===== config.mk =====
export PLATFORM = sky130hd
export DESIGN_NAME = rr_onehot_grant_gen
export DESIGN_NICKNAME = d
export VERILOG_FILES = /design/src/rtl/rr_onehot_grant_gen.sv
export SDC_FILE = /design/constraint.sdc
export NUM_CORES = 1
export LEC_CHECK = 0
export BUFFER_PORTS_ARGS = -buffer_cell sky130_fd_sc_hd__buf_2
export CORE_MARGIN = 2
export CORE_UTILIZATION = 30
export DETAILED_ROUTE_END_ITERATION = 16
export GPL_ROUTABILITY_DRIVEN = 0
export GPL_TIMING_DRIVEN = 1
export HOLD_SLACK_MARGIN = 0.02
export RECOVER_POWER = 25
export SLEW_MARGIN = 20
export SYNTH_ARGS = -nofsm -noshare
export SYNTH_HDL_FRONTEND = slang
export SYNTH_SLANG_ARGS = --single-unit

===== constraint.sdc =====
create_clock -name clk -period 4.1 [get_ports clk]
set_input_delay 0.82 -clock clk [delete_from_list [all_inputs] [get_ports clk]]
set_output_delay 0.82 -clock clk [all_outputs]
set_load 0.005 [all_outputs]

===== src/rtl/rr_onehot_grant_gen.sv =====
// Round-robin arbiter: turns a request vector into a registered one-hot grant,
// held stable under valid/ready backpressure until the consumer accepts it.
module rr_onehot_grant_gen #(
  parameter int N      = 5,
  parameter int IDX_W  = $clog2(N),
  parameter int HOLD_W = 4
) (
  input  logic              clk,
  input  logic              rst_n,
  input  logic [N-1:0]      req,
  input  logic              gnt_ready,
  output logic              gnt_valid,
  output logic [N-1:0]      gnt,
  output logic [IDX_W-1:0]  gnt_idx,
  output logic [HOLD_W-1:0] hold_cnt
);

  logic              accept;
  logic              load;
  logic [IDX_W-1:0]  next_idx;
  logic [IDX_W-1:0]  ptr_q, ptr_d;
  logic              gnt_valid_q, gnt_valid_d;
  logic [N-1:0]      gnt_q, gnt_d;
  logic [IDX_W-1:0]  gnt_idx_q, gnt_idx_d;
  logic [HOLD_W-1:0] hold_cnt_q, hold_cnt_d;

  logic [N-1:0]      req_rot;
  logic              found;
  logic [IDX_W-1:0]  sel_off;
  logic [IDX_W:0]    sel_sum;

  // ptr_d already reflects an accept on this edge, so a back-to-back selection
  // searches from the slot after the grant being retired rather than the stale ptr.
  always_comb begin
    accept   = gnt_valid_q & gnt_ready;
    load     = ~gnt_valid_q | gnt_ready;
    next_idx = (gnt_idx_q == IDX_W'(N - 1)) ? '0 : gnt_idx_q + IDX_W'(1);
    ptr_d    = accept ? next_idx : ptr_q;
  end

  always_comb begin
    req_rot = N'({req, req} >> ptr_d);
    found   = 1'b0;
    sel_off = '0;
    for (int i = 0; i < N; i++) begin
      if (!found && req_rot[i]) begin
        found   = 1'b1;
        sel_off = IDX_W'(i);
      end
    end
    sel_sum = {1'b0, ptr_d} + {1'b0, sel_off};
    if (sel_sum >= (IDX_W + 1)'(N)) begin
      sel_sum = sel_sum - (IDX_W + 1)'(N);
    end
  end

  always_comb begin
    gnt_valid_d = gnt_valid_q;
    gnt_d       = gnt_q;
    gnt_idx_d   = gnt_idx_q;
    hold_cnt_d  = hold_cnt_q;
    if (load) begin
      gnt_valid_d = found;
      gnt_idx_d   = found ? sel_sum[IDX_W-1:0] : '0;
      gnt_d       = found ? (N'(1) << sel_sum[IDX_W-1:0]) : '0;
      hold_cnt_d  = '0;
    end else if (hold_cnt_q != '1) begin
      hold_cnt_d = hold_cnt_q + HOLD_W'(1);
    end
  end

  always_ff @(posedge clk or negedge rst_n) begin
    if (!rst_n) begin
      ptr_q       <= '0;
      gnt_valid_q <= 1'b0;
      gnt_q       <= '0;
      gnt_idx_q   <= '0;
      hold_cnt_q  <= '0;
    end else begin
      ptr_q       <= ptr_d;
      gnt_valid_q <= gnt_valid_d;
      gnt_q       <= gnt_d;
      gnt_idx_q   <= gnt_idx_d;
      hold_cnt_q  <= hold_cnt_d;
    end
  end

  assign gnt_valid = gnt_valid_q;
  assign gnt       = gnt_q;
  assign gnt_idx   = gnt_idx_q;
  assign hold_cnt  = hold_cnt_q;

endmodule


Word level (Yosys, flattened, before mapping)
Index checks and enable logic that the tools add are counted.

Output and inout port bits: 13. Register bits: 16. Bits of input ports: 8.

Shift-type cells: 2. Add/sub/neg operators: 4. Reduce and logical (&&, ||, !) cells: 9. $lt $le $gt $ge: 1. Multiplexer cells: 16. Bitwise gates (word level): 3. Equality and inequality tests: 2.

Operator list (number): 2-to-1 mux 3 bit (7); right shift 10 x 3 -> 5 bit (1); 2-to-1 mux 4 bit (2); 2-to-1 mux 1 bit (6); 2-to-1 mux 5 bit (1); << shifter 1 x 3 -> 5 bit, first input constant (1); adder 3 x 3 -> 4 bit (1); adder 4 x 1 -> 4 bit, second input constant (1); >= comparator 4 x 3 -> 1 bit, second input constant (1); logical AND 1 bit (4); zero test 1 bit (4); inequality test 4 bit, second input constant (1); adder 3 x 1 -> 3 bit, second input constant (1); == test 3 bit, second input constant (1); subtractor 3 bit, second input constant (1); nonzero test 2 bit (1); AND 1 bit (1); NOT 1 bit (1); bitwise OR 1 bit (1).

Depth between registers and ports, before layout
Gate-level depths: netlist (run 1).

Word-level depth: 22. Mapped depth: 18. Gate-level depth less buffers: 18.

Worst setup path before layout (run 1)
No wires, ideal clock.

Path kind: input to register. Start: in gnt_ready. End: reg gnt_q[0] (netlist: gnt[0]). Cell stages on the path: 17. Arrival: 4.122 ns. Path slack: -0.098 ns. Buffers on the path: 2. Required time: 4.024 ns. Path through: buf_4 and2_4 a21boi_4 buf_2 nand3_1 nand3_1 o211ai_2 nor3_2 inv_2 fa_1 ha_1 nand2b_1 nand3b_1 o221ai_1 a21oi_4 mux2_1 o21ai_1.

Longest elaborated chain between the ends: 21. Elaborated cells between the ends (all ways): 27. Classes of those cells: add/sub: 2; order compare: 1; shift: 2; mux: 12; bitwise: 2; reduce/logical: 8.

RTL lines: start, declared (line 11) `input logic gnt_ready,`; AND 1 bit (line 35) `accept = gnt_valid_q & gnt_ready;`; 2-to-1 mux 3 bit (line 38) `ptr_d = accept ? next_idx : ptr_q;`; right shift 10 x 3 -> 5 bit (line 42) `req_rot = N'({req, req} >> ptr_d);`; 2-to-1 mux 1 bit (line 46) `if (!found && req_rot[i]) begin`; zero test 1 bit (line 46); logical AND 1 bit (line 46); 2-to-1 mux 1 bit (line 46); zero test 1 bit (line 46); (+5 left out); zero test 1 bit (line 46); logical AND 1 bit (line 46); 2-to-1 mux 3 bit (line 46); adder 3 x 3 -> 4 bit (line 51) `sel_sum = {1'b0, ptr_d} + {1'b0, sel_off};`; >= comparator 4 x 3 -> 1 bit or subtractor 3 bit (tied branches) (line 52, 53); 2-to-1 mux 3 bit (line 52) `if (sel_sum >= (IDX_W + 1)'(N)) begin`; << shifter 1 x 3 -> 5 bit (line 65) `gnt_d = found ? (N'(1) << sel_sum[IDX_W-1:0]) : '0;`; 2-to-1 mux 5 bit (line 65); end signal, assigned (line 82) `gnt_q <= gnt_d;`; end, declared (line 23) `logic [N-1:0] gnt_q, gnt_d;`.

Parallel ways exist; a longest one is shown, timed or not. A chain may end at the register's enable or synchronous reset.

Final worst setup path (run 1)
Ends and elaborated chain as after synthesis.

==> flow_metrics.env, run 1 <==
export IMPL_clkTransAtPathRegs_ps=60
export IMPL_setup_viol=0
export IMPL_synth_seq_area_share=0.2508
export IMPL_hold_buffers=0
export IMPL_start_util=0.3126
export IMPL_synthMuxAreaShare=0.08072
export IMPL_critPathLaunchType="primary input"
export IMPL_async_flop_share=1.000
export IMPL_crit_type="in -> reg"
export IMPL_cts_num_sinks=16
export IMPL_hp_class="reg -> reg"
export IMPL_cts_tree="done"
export IMPL_syn_avg_cell_area_um2=8.919
export IMPL_cts_made_buffers=3
export IMPL_r2r_cells=15
export IMPL_worstPathMaxFanout=8
export IMPL_finalHoldViolCount=0
export IMPL_crit_family="compound AO/OA/AOI/OAI gates"
export IMPL_ios=21
export IMPL_die_area_um2=5921
export IMPL_drive_above_1_share=0.4770
export IMPL_chipWidth_um=76.95
export IMPL_yosys_area_share_simple=0.2320
export IMPL_cp_arrival_ps=4100
export IMPL_nNetsFinal=255
export IMPL_synth_seq_cells=16
export IMPL_worst_pin_slew_ps=836.2
export IMPL_required_ps=4270
export IMPL_grt_pass1_vias=1400
export IMPL_cp_num_buf_inv=2
export IMPL_ant_nets=0
export IMPL_num_antenna_cells=0
export IMPL_row_count=26
export IMPL_slowest_delay_ps=600
export IMPL_slew_violations=0
export IMPL_vias_per_cell=5.094
export IMPL_stdcell_area_um2=2323
export IMPL_synth_edf_count=0
export IMPL_synth_fa_ha_area_frac=0.05956
export IMPL_die_y_um=76.95
export IMPL_routed_wl_um=4033
export IMPL_drt_initial_drc_count=90
export IMPL_synth_cell_area_um2=1597
export IMPL_drt_wirelength_per_cell_um=13.05
export IMPL_rsz0062_at_grt="false"
export IMPL_status="finished clean"
export IMPL_ys_types=63
export IMPL_placed_area_um2=2111
export IMPL_synth_ff_type="dfrtp_1"
export IMPL_antenna_found_initial=0
export IMPL_cts_root_buf="clkbuf_8"
export IMPL_synth_xor_area_frac=0.01097
export IMPL_worstPathCellList="buf_4 -> and2_4 -> a21boi_4 -> mux2_4 -> o311a_4 -> nor2b_1 -> nand2_1 -> fa_2 -> ha_2 -> nand2b_4 -> nand3b_1 -> o221ai_2 -> a21oi_4 -> buf_12 -> mux2_4 -> o21ai_2"
export IMPL_hold_depth=2
export IMPL_fmax_ghz=0.2545
export IMPL_grt_pass1_wl_um=6486
export IMPL_post_route_period_util=0.9585
export IMPL_dpl_hpwl_um=3194
export IMPL_setup_worst_path_end_class="flop"
export IMPL_synth_compound_area_frac=0.3017
export IMPL_cap_violations=0
export IMPL_area_delta_synth_final_pct=45.53
export IMPL_drt_pre_antenna_iters=4
export IMPL_period_needed_ps=3930
export IMPL_grt_max_degree=17
export IMPL_htreeDepth=1
export IMPL_r2r_slack_ps=220
export IMPL_core_area_um2=5107
export IMPL_remaining_drc_errors=0
export IMPL_gr_total_overflow=0
export IMPL_clockBufferDepth=2
export IMPL_cpMaxStageDelayCell="fa_2"
export IMPL_synth_top_family_by_area="compound AO/OA/AOI/OAI gates"
export IMPL_numPortBuffers=20
export IMPL_relSlewSlack=0.4425
export IMPL_vias=1574
export IMPL_syn_inst=179
export IMPL_crit_cells=16
export IMPL_syn_nets=194
export IMPL_crit_top_cell="mux2_4"
export IMPL_grtUsageTotal=0.1309
export IMPL_mostFrequentLayoutCell="buf_4"
export IMPL_clk_latency_ps=240
export IMPL_final_cell_mix="buf_4, buf_2, dfrtp_1, nand3_1, nand2_1"
export IMPL_yosysWarnings=0
export IMPL_fin_skew_ps=3.302
final cells by class:
cell class              instances  area (um2)
fillers                       490        2784
multi-input cells             144        1275
repair buffers                 62       445.4
flip-flops and latches         16       401.6
well taps                      70       87.58
inverters                      13       58.81
clock buffers                   4       55.05
metal layers:
layer | vias up | global-route usage | routed length (um)
li1 | 798 | - | -
met2 | 27 | 0.2132 | 1904
met1 | 745 | 0.1864 | 1981
met3 | 4 | 0.01059 | 110
met5 | - | 0 | 0
met4 | 0 | 0.03273 | 38
metrics by stage:
step | hold WS (ps) | util | TNS, ps | setup slack (ps) | cells
final | 480.9 | 0.4549 | 0 | 170.2 | 309
after global routing | 519.2 | 0.4549 | 0 | 3.587 | 309
after CTS | 481.2 | 0.4253 | 0 | 61.93 | 304
after detailed placement | 471.7 | 0.4133 | -382.1 | -106.6 | 300
after global placement | 471.6 | 0.4133 | -226.7 | -92.36 | 300
after floorplan | 479.3 | - | 0 | 12.86 | 179
sequential cells by signal (all words and copies together), names as in the netlist:
signal	flops
ptr_q	3
gnt	5
gnt_idx	3
hold_cnt	4
gnt_valid	1
logic make-up (layout without fill, tap and decap cells):
logic type	Yosys count	count (layout)
multiplexers	12	12
buffers and inverters	19	79
XOR/XNOR	2	2
flip-flops	16	16
AO/OA/AOI/OAI	60	60
AND/OR/NAND/NOR	63	63
adder cells (fa/ha/maj)	7	7
synthesized netlist by cell type (2+ instances only):
cell type	instances	area, um2
a21boi_2	2	22.52
a21o_1	2	15.01
nor2b_1	2	12.51
buf_6	2	22.52
a211oi_1	6	45.04
a22o_1	3	26.28
o211ai_2	2	25.02
o21ai_0	8	40.04
buf_4	2	15.01
dfrtp_1	16	400.4
nand2_1	12	45.04
nor4_1	2	12.51
o21ai_1	6	30.03
o31ai_1	2	15.01
inv_1	9	33.78
nor2_1	9	33.78
nand2b_1	3	18.77
ha_1	6	75.07
a31oi_1	5	31.28
mux2i_1	8	80.08
nor3_1	5	25.02
mux2_1	2	22.52
a21oi_1	7	35.03
nand3_1	13	65.06
xnor2_1	2	17.52
inv_2	3	11.26
and3_4	2	22.52
nor3_2	2	20.02
nand3b_1	2	15.01
repair_timing:
item	CTS	global route
pin swaps	0	9
hold endpoints to repair	0	0
buffers inserted	0	5
resized for setup	1	20
setup endpoints to repair	1	7
path summary, 6_finish.rpt:
path / from / endpoint
worst max-delay path: gnt_ready / gnt[0]
worst min-delay path: gnt[2] / gnt[2]
worst max register to register: gnt_valid / gnt[0]
worst min register to register: gnt[2] / gnt[2]
max in group asynchronous: rst_n / gnt_idx[0]
min in group asynchronous: rst_n / gnt[2]
worst min-delay path: cells and delay by family (launching register included):
kind            cells  cell delay, ps
flops               1             340
simple gates        1              50
compound gates      1              60
Power of run 1 is not shown: default switching activity piles up to over one toggle a cycle in this logic, so the estimate is an artifact.
==> run 2: changes to the inputs <==
--- a/config.mk
+++ b/config.mk
@@ -13,6 +13,7 @@
 export GPL_TIMING_DRIVEN = 1
 export HOLD_SLACK_MARGIN = 0.02
 export RECOVER_POWER = 25
+export SETUP_SLACK_MARGIN = 0.3
 export SLEW_MARGIN = 20
 export SYNTH_ARGS = -nofsm -noshare
 export SYNTH_HDL_FRONTEND = slang
==> run 2 against run 1 <==
  * Worst setup slack better by 150 ps
  * Critical endpoint is now gnt[1]
  * Final cell count is 0.32% lower
  * Via count rose by 0.19%
  * First-iteration DRC count is 47% lower
  * Worst hold slack better by 2.8 ps
  * Critical path type unchanged
  * Count of clock-buffer cells in the layout stayed put
  * Highest routed layer unchanged
  * Die area did not move
  * Critical path depth unchanged
  * Register-to-register slack better by 130 ps
==> flow_metrics.env, run 2 (synthesis gave the netlist of run 1 again) <==
export IMPL_fin_util=0.4603
export IMPL_htreeDepth=1
export IMPL_cap_violations=0
export IMPL_drt_wirelength_per_cell_um=13.44
export IMPL_fin_skew_ps=4.269
export IMPL_finalHoldViolCount=0
export IMPL_crit_type="in -> reg"
export IMPL_rsz0062_at_grt="true"
export IMPL_post_route_period_util=0.9218
export IMPL_setup_viol=0
export IMPL_fmax_ghz=0.2646
export IMPL_status="finished clean"
export IMPL_worst_pin_slew_ps=800.9
export IMPL_relSlewSlack=0.4661
export IMPL_grt_max_degree=17
export IMPL_nNetsFinal=254
export IMPL_grtUsageTotal=0.1408
export IMPL_critPathLaunchType="primary input"
export IMPL_grt_pass1_wl_um=7017
export IMPL_stdcell_area_um2=2351
export IMPL_ios=21
export IMPL_drive_above_1_share=0.4958
export IMPL_regArea_um2=401.6
export IMPL_required_ps=4280
export IMPL_cts_made_buffers=3
export IMPL_cts_num_sinks=16
export IMPL_die_area_um2=5921
export IMPL_cts_tree="done"
export IMPL_area_delta_synth_final_pct=47.26
export IMPL_cts_root_buf="clkbuf_8"
export IMPL_vias=1577
export IMPL_remaining_drc_errors=0
export IMPL_clkTransAtPathRegs_ps=60
export IMPL_setup_worst_path_end_class="flop"
export IMPL_antenna_found_initial=0
export IMPL_cp_arrival_ps=3950
export IMPL_chipWidth_um=76.95
export IMPL_ant_nets=0
export IMPL_largest_register_ffs=5
export IMPL_row_count=26
export IMPL_slew_violations=0
export IMPL_hold_buffers=0
export IMPL_final_cell_mix="buf_4, buf_2, dfrtp_1, nand3_1, nand2_1"
export IMPL_gr_total_overflow=0
export IMPL_vias_per_cell=5.120
export IMPL_period_needed_ps=3779
export IMPL_placed_area_um2=2066
export IMPL_dpl_hpwl_um=3286
export IMPL_drt_pre_antenna_iters=4
export IMPL_n_fill_cell=498
export IMPL_num_antenna_cells=0
export IMPL_clockBufferDepth=2
export IMPL_multi_input_area_um2=1306
export IMPL_hp_class="reg -> reg"
export IMPL_clk_latency_ps=240
export IMPL_mostFrequentLayoutCell="buf_4"
export IMPL_routed_wl_um=4138
export IMPL_core_area_um2=5107
export IMPL_start_util=0.3126
export IMPL_grt_pass1_vias=1517
export IMPL_drt_initial_drc_count=48
export IMPL_worstPathMaxFanout=8
export IMPL_die_y_um=76.95
export IMPL_numPortBuffers=20
[run 2: final timing paths]
kind | startpoint | slack, ps | cells past startpoint | to
max in group asynchronous | rst_n | 2910 | 1 | gnt_idx[0]
hold / removal | gnt[3] | 480 | 2 | gnt[3]
setup / recovery | gnt_ready | 320 | 16 | gnt[1]
min in group asynchronous | rst_n | 630 | 1 | gnt[4]
hold reg to reg | gnt[3] | 480 | 2 | gnt[3]
setup reg to reg | gnt_idx[1] | 350 | 16 | gnt[1]
[run 2: critical path, stage by stage]
cell and delay [ps]:
buf_6 110, and2_4 160, a21boi_4 140, buf_12 140, mux2_4 300, o311a_4 330, nor2b_4 120, nand2_2 80
fa_2 490, ha_2 200, nand2b_4 130, nand3b_1 100, o221ai_2 120, a21oi_4 280, mux2_4 330, o21ai_1 120
[run 2: metrics by stage]
step / worst slack, ps / instances / setup TNS [ps] / hold slack (ps)
after floorplan: 26.72 / 179 / 0 / 479.3
after global placement: -194.4 / 293 / -1196 / 471.0
after global routing: 151.5 / 308 / 0 / 525.4
after detailed placement: -200.9 / 293 / -1205 / 471.6
after CTS: 304.0 / 307 / 0 / 478.8
final: 320.6 / 308 / 0 / 483.8
[run 2: what timing repair did]
item / CTS / global route
endpoints found under the setup margin: 8 / 8
hold endpoints to repair: 0 / 0
gates resized for setup: 14 / 14
setup buffers: 10 / 1
pin swaps: 11 / 5
[run 2: area by class of cell]
class	instances	area share
multi-input combinational	144	0.5556
clock buffer	4	0.02342
timing repair buffer	61	0.1879
sequential	16	0.1708
tap	70	0.03725
inverter	13	0.02501
[run 2: layer usage]
layer / global-route usage / vias to the layer above / wire (um)
li1: - / 800 / -
met1: 0.1886 / 757 / 1908
met2: 0.2421 / 14 / 2123
met3: 0.01176 / 6 / 54
met4: 0.03818 / 0 / 52
met5: 0 / - / 0
Power of run 2 is left out for the same reason.
==> run 3: changes to the inputs <==
--- a/config.mk
+++ b/config.mk
@@ -10,8 +10,9 @@
 export CORE_UTILIZATION = 30
 export DETAILED_ROUTE_END_ITERATION = 16
 export GPL_ROUTABILITY_DRIVEN = 0
-export GPL_TIMING_DRIVEN = 1
+export GPL_TIMING_DRIVEN = 0
 export HOLD_SLACK_MARGIN = 0.02
+export MAX_ROUTING_LAYER = met4
 export RECOVER_POWER = 25
 export SETUP_SLACK_MARGIN = 0.3
 export SLEW_MARGIN = 20
==> run 3 against run 2 <==
  * Core utilization decreased by 2.3 points
  * Critical path depth is 4 higher
  * Sequential share of layout area is 0.85 points higher
  * Sequential cell count unchanged
  * Worst setup slack lost 93 ps
  * Non-clock buffer count down 12
  * Die area did not move
  * Highest routed layer unchanged
  * Global-route usage rose by 0.72 points
==> flow_metrics.env, run 3 (synthesis gave the netlist of run 1 again) <==
export IMPL_numPortBuffers=19
export IMPL_grt_max_degree=17
export IMPL_fin_ws_ps=227.2
export IMPL_num_antenna_cells=0
export IMPL_vias_per_cell=5.243
export IMPL_crit_type="in -> reg"
export IMPL_hold_buffers=0
export IMPL_fin_skew_ps=1.048
export IMPL_critPathLaunchType="primary input"
export IMPL_relSlewSlack=0.4506
export IMPL_required_ps=4240
export IMPL_r2r_slack_ps=280
export IMPL_gr_total_overflow=0
export IMPL_crit_top_cell="buf_8"
export IMPL_vias=1552
export IMPL_whs_endpoint="gnt[0]"
export IMPL_clkTransAtPathRegs_ps=60
export IMPL_cap_violations=0
export IMPL_final_cell_mix="buf_4, buf_2, dfrtp_1, nand2_1, nand3_1"
export IMPL_r2r_start="gnt_idx[1]"
export IMPL_cp_arrival_ps=4010
export IMPL_remaining_drc_errors=0
export IMPL_chipWidth_um=76.95
export IMPL_die_area_um2=5921
export IMPL_clk_latency_ps=250
export IMPL_slowest_delay_ps=600
export IMPL_nNetsFinal=242
export IMPL_worstPathCellList="buf_8 -> buf_8 -> and2_4 -> a21boi_4 -> buf_6 -> buf_8 -> nor2_2 -> a211oi_2 -> nor4_4 -> nor3_4 -> inv_2 -> fa_2 -> ha_2 -> nand2b_4 -> nand3b_1 -> o221ai_2 -> a21oi_4 -> buf_6 -> mux2i_1 -> a22o_1"
export IMPL_slew_violations=0
export IMPL_tns_ps=0
export IMPL_ios=21
export IMPL_cts_made_buffers=3
export IMPL_worstPathMaxFanout=8
export IMPL_post_route_period_util=0.9446
export IMPL_rsz0062_at_grt="true"
export IMPL_ant_nets=0
export IMPL_status="finished clean"
export IMPL_placed_area_um2=1883
export IMPL_clockBufferDepth=2
export IMPL_grtUsageTotal=0.1480
export IMPL_hold_depth=2
export IMPL_period_needed_ps=3873
export IMPL_fmax_ghz=0.2582
export IMPL_dp_worst_setup_slack_ps=-508.0
export IMPL_n_fill_cell=504
export IMPL_cpMaxStageDelayCell="fa_2"
export IMPL_worst_pin_slew_ps=824.1
export IMPL_hp_class="reg -> reg"
export IMPL_drive_above_1_share=0.4735
export IMPL_setup_viol=0
export IMPL_cts_root_buf="clkbuf_8"
export IMPL_hold_ws_ps=482.0
export IMPL_hold_start="gnt[0]"
export IMPL_r2r_cells=20
export IMPL_drt_pre_antenna_iters=4
export IMPL_setup_worst_path_end_class="flop"
export IMPL_htreeDepth=1
export IMPL_finalHoldViolCount=0
export IMPL_cts_tree="done"
export IMPL_antenna_found_initial=0
export IMPL_core_area_um2=5107
export IMPL_grt_pass1_vias=1517
export IMPL_drt_wirelength_per_cell_um=13.83
export IMPL_drt_initial_drc_count=71
export IMPL_area_delta_synth_final_pct=39.81
export IMPL_grt_pass1_wl_um=7058
export IMPL_routed_wl_um=4095
export IMPL_cts_num_sinks=16
export IMPL_largest_register_ffs=5
export IMPL_dpl_hpwl_um=2868
export IMPL_die_y_um=76.95
export IMPL_row_count=26
export IMPL_stdcell_area_um2=2232
export IMPL_r2r_end="gnt[4]"
export IMPL_mostFrequentLayoutCell="buf_4"
export IMPL_start_util=0.3126
run 3: critical path: cells and delay by family:
kind | cells | cell delay, ps
compound gates | 5 | 910
fa+ha+maj | 2 | 780
buf+inv | 6 | 700
mux | 1 | 110
simple gates | 6 | 690
run 3: per-layer routing:
metal	routed length [um]	GRT usage	vias up
met2	2080	0.2500	23
met1	1843	0.1819	742
met4	111	0.06727	0
met5	0	-	-
li1	-	-	776
met3	59	0.008235	11
run 3: metrics by stage:
stage | util | std cells
floorplan | - | 179
global placement | 0.3687 | 268
detailed placement | 0.3687 | 268
CTS | 0.4260 | 294
global route | 0.4370 | 296
finish | 0.4370 | 296
run 3: repair_timing:
action                     4_1_cts  5_1_grt
setup endpoints to repair        8        8
gates resized for setup         18       10
buffers inserted                22        2
pin swaps                       14        5
run 3: area by class of cell:
| cell class | count | area, um2 | area share |
|---|---|---|---|
| sequential | 16 | 400.4 | 0.1794 |
| clock buffer | 4 | 55.05 | 0.02466 |
| tap | 70 | 87.58 | 0.03924 |
| buffer | 6 | 63.81 | 0.02859 |
| multi-input combinational | 144 | 1269 | 0.5684 |
| inverter | 13 | 61.31 | 0.02747 |
| timing repair buffer | 43 | 295.3 | 0.1323 |
run 3: worst max-delay path by stage:
stage | startpoint | to | slack [ps] | depth (start not counted)
6_report | gnt_ready | gnt[4] | 230 | 20
5_1_grt | gnt_ready | gnt[4] | 80 | 20
4_1_cts | gnt_ready | gnt[4] | 200 | 20
3_5_place_dp | gnt_ready | gnt[1] | -510 | 18
3_3_place_gp | gnt_ready | gnt[1] | -460 | 18
2_1_floorplan | gnt_ready | gnt[0] | 30 | 17
Power of run 3 is left out for the same reason.
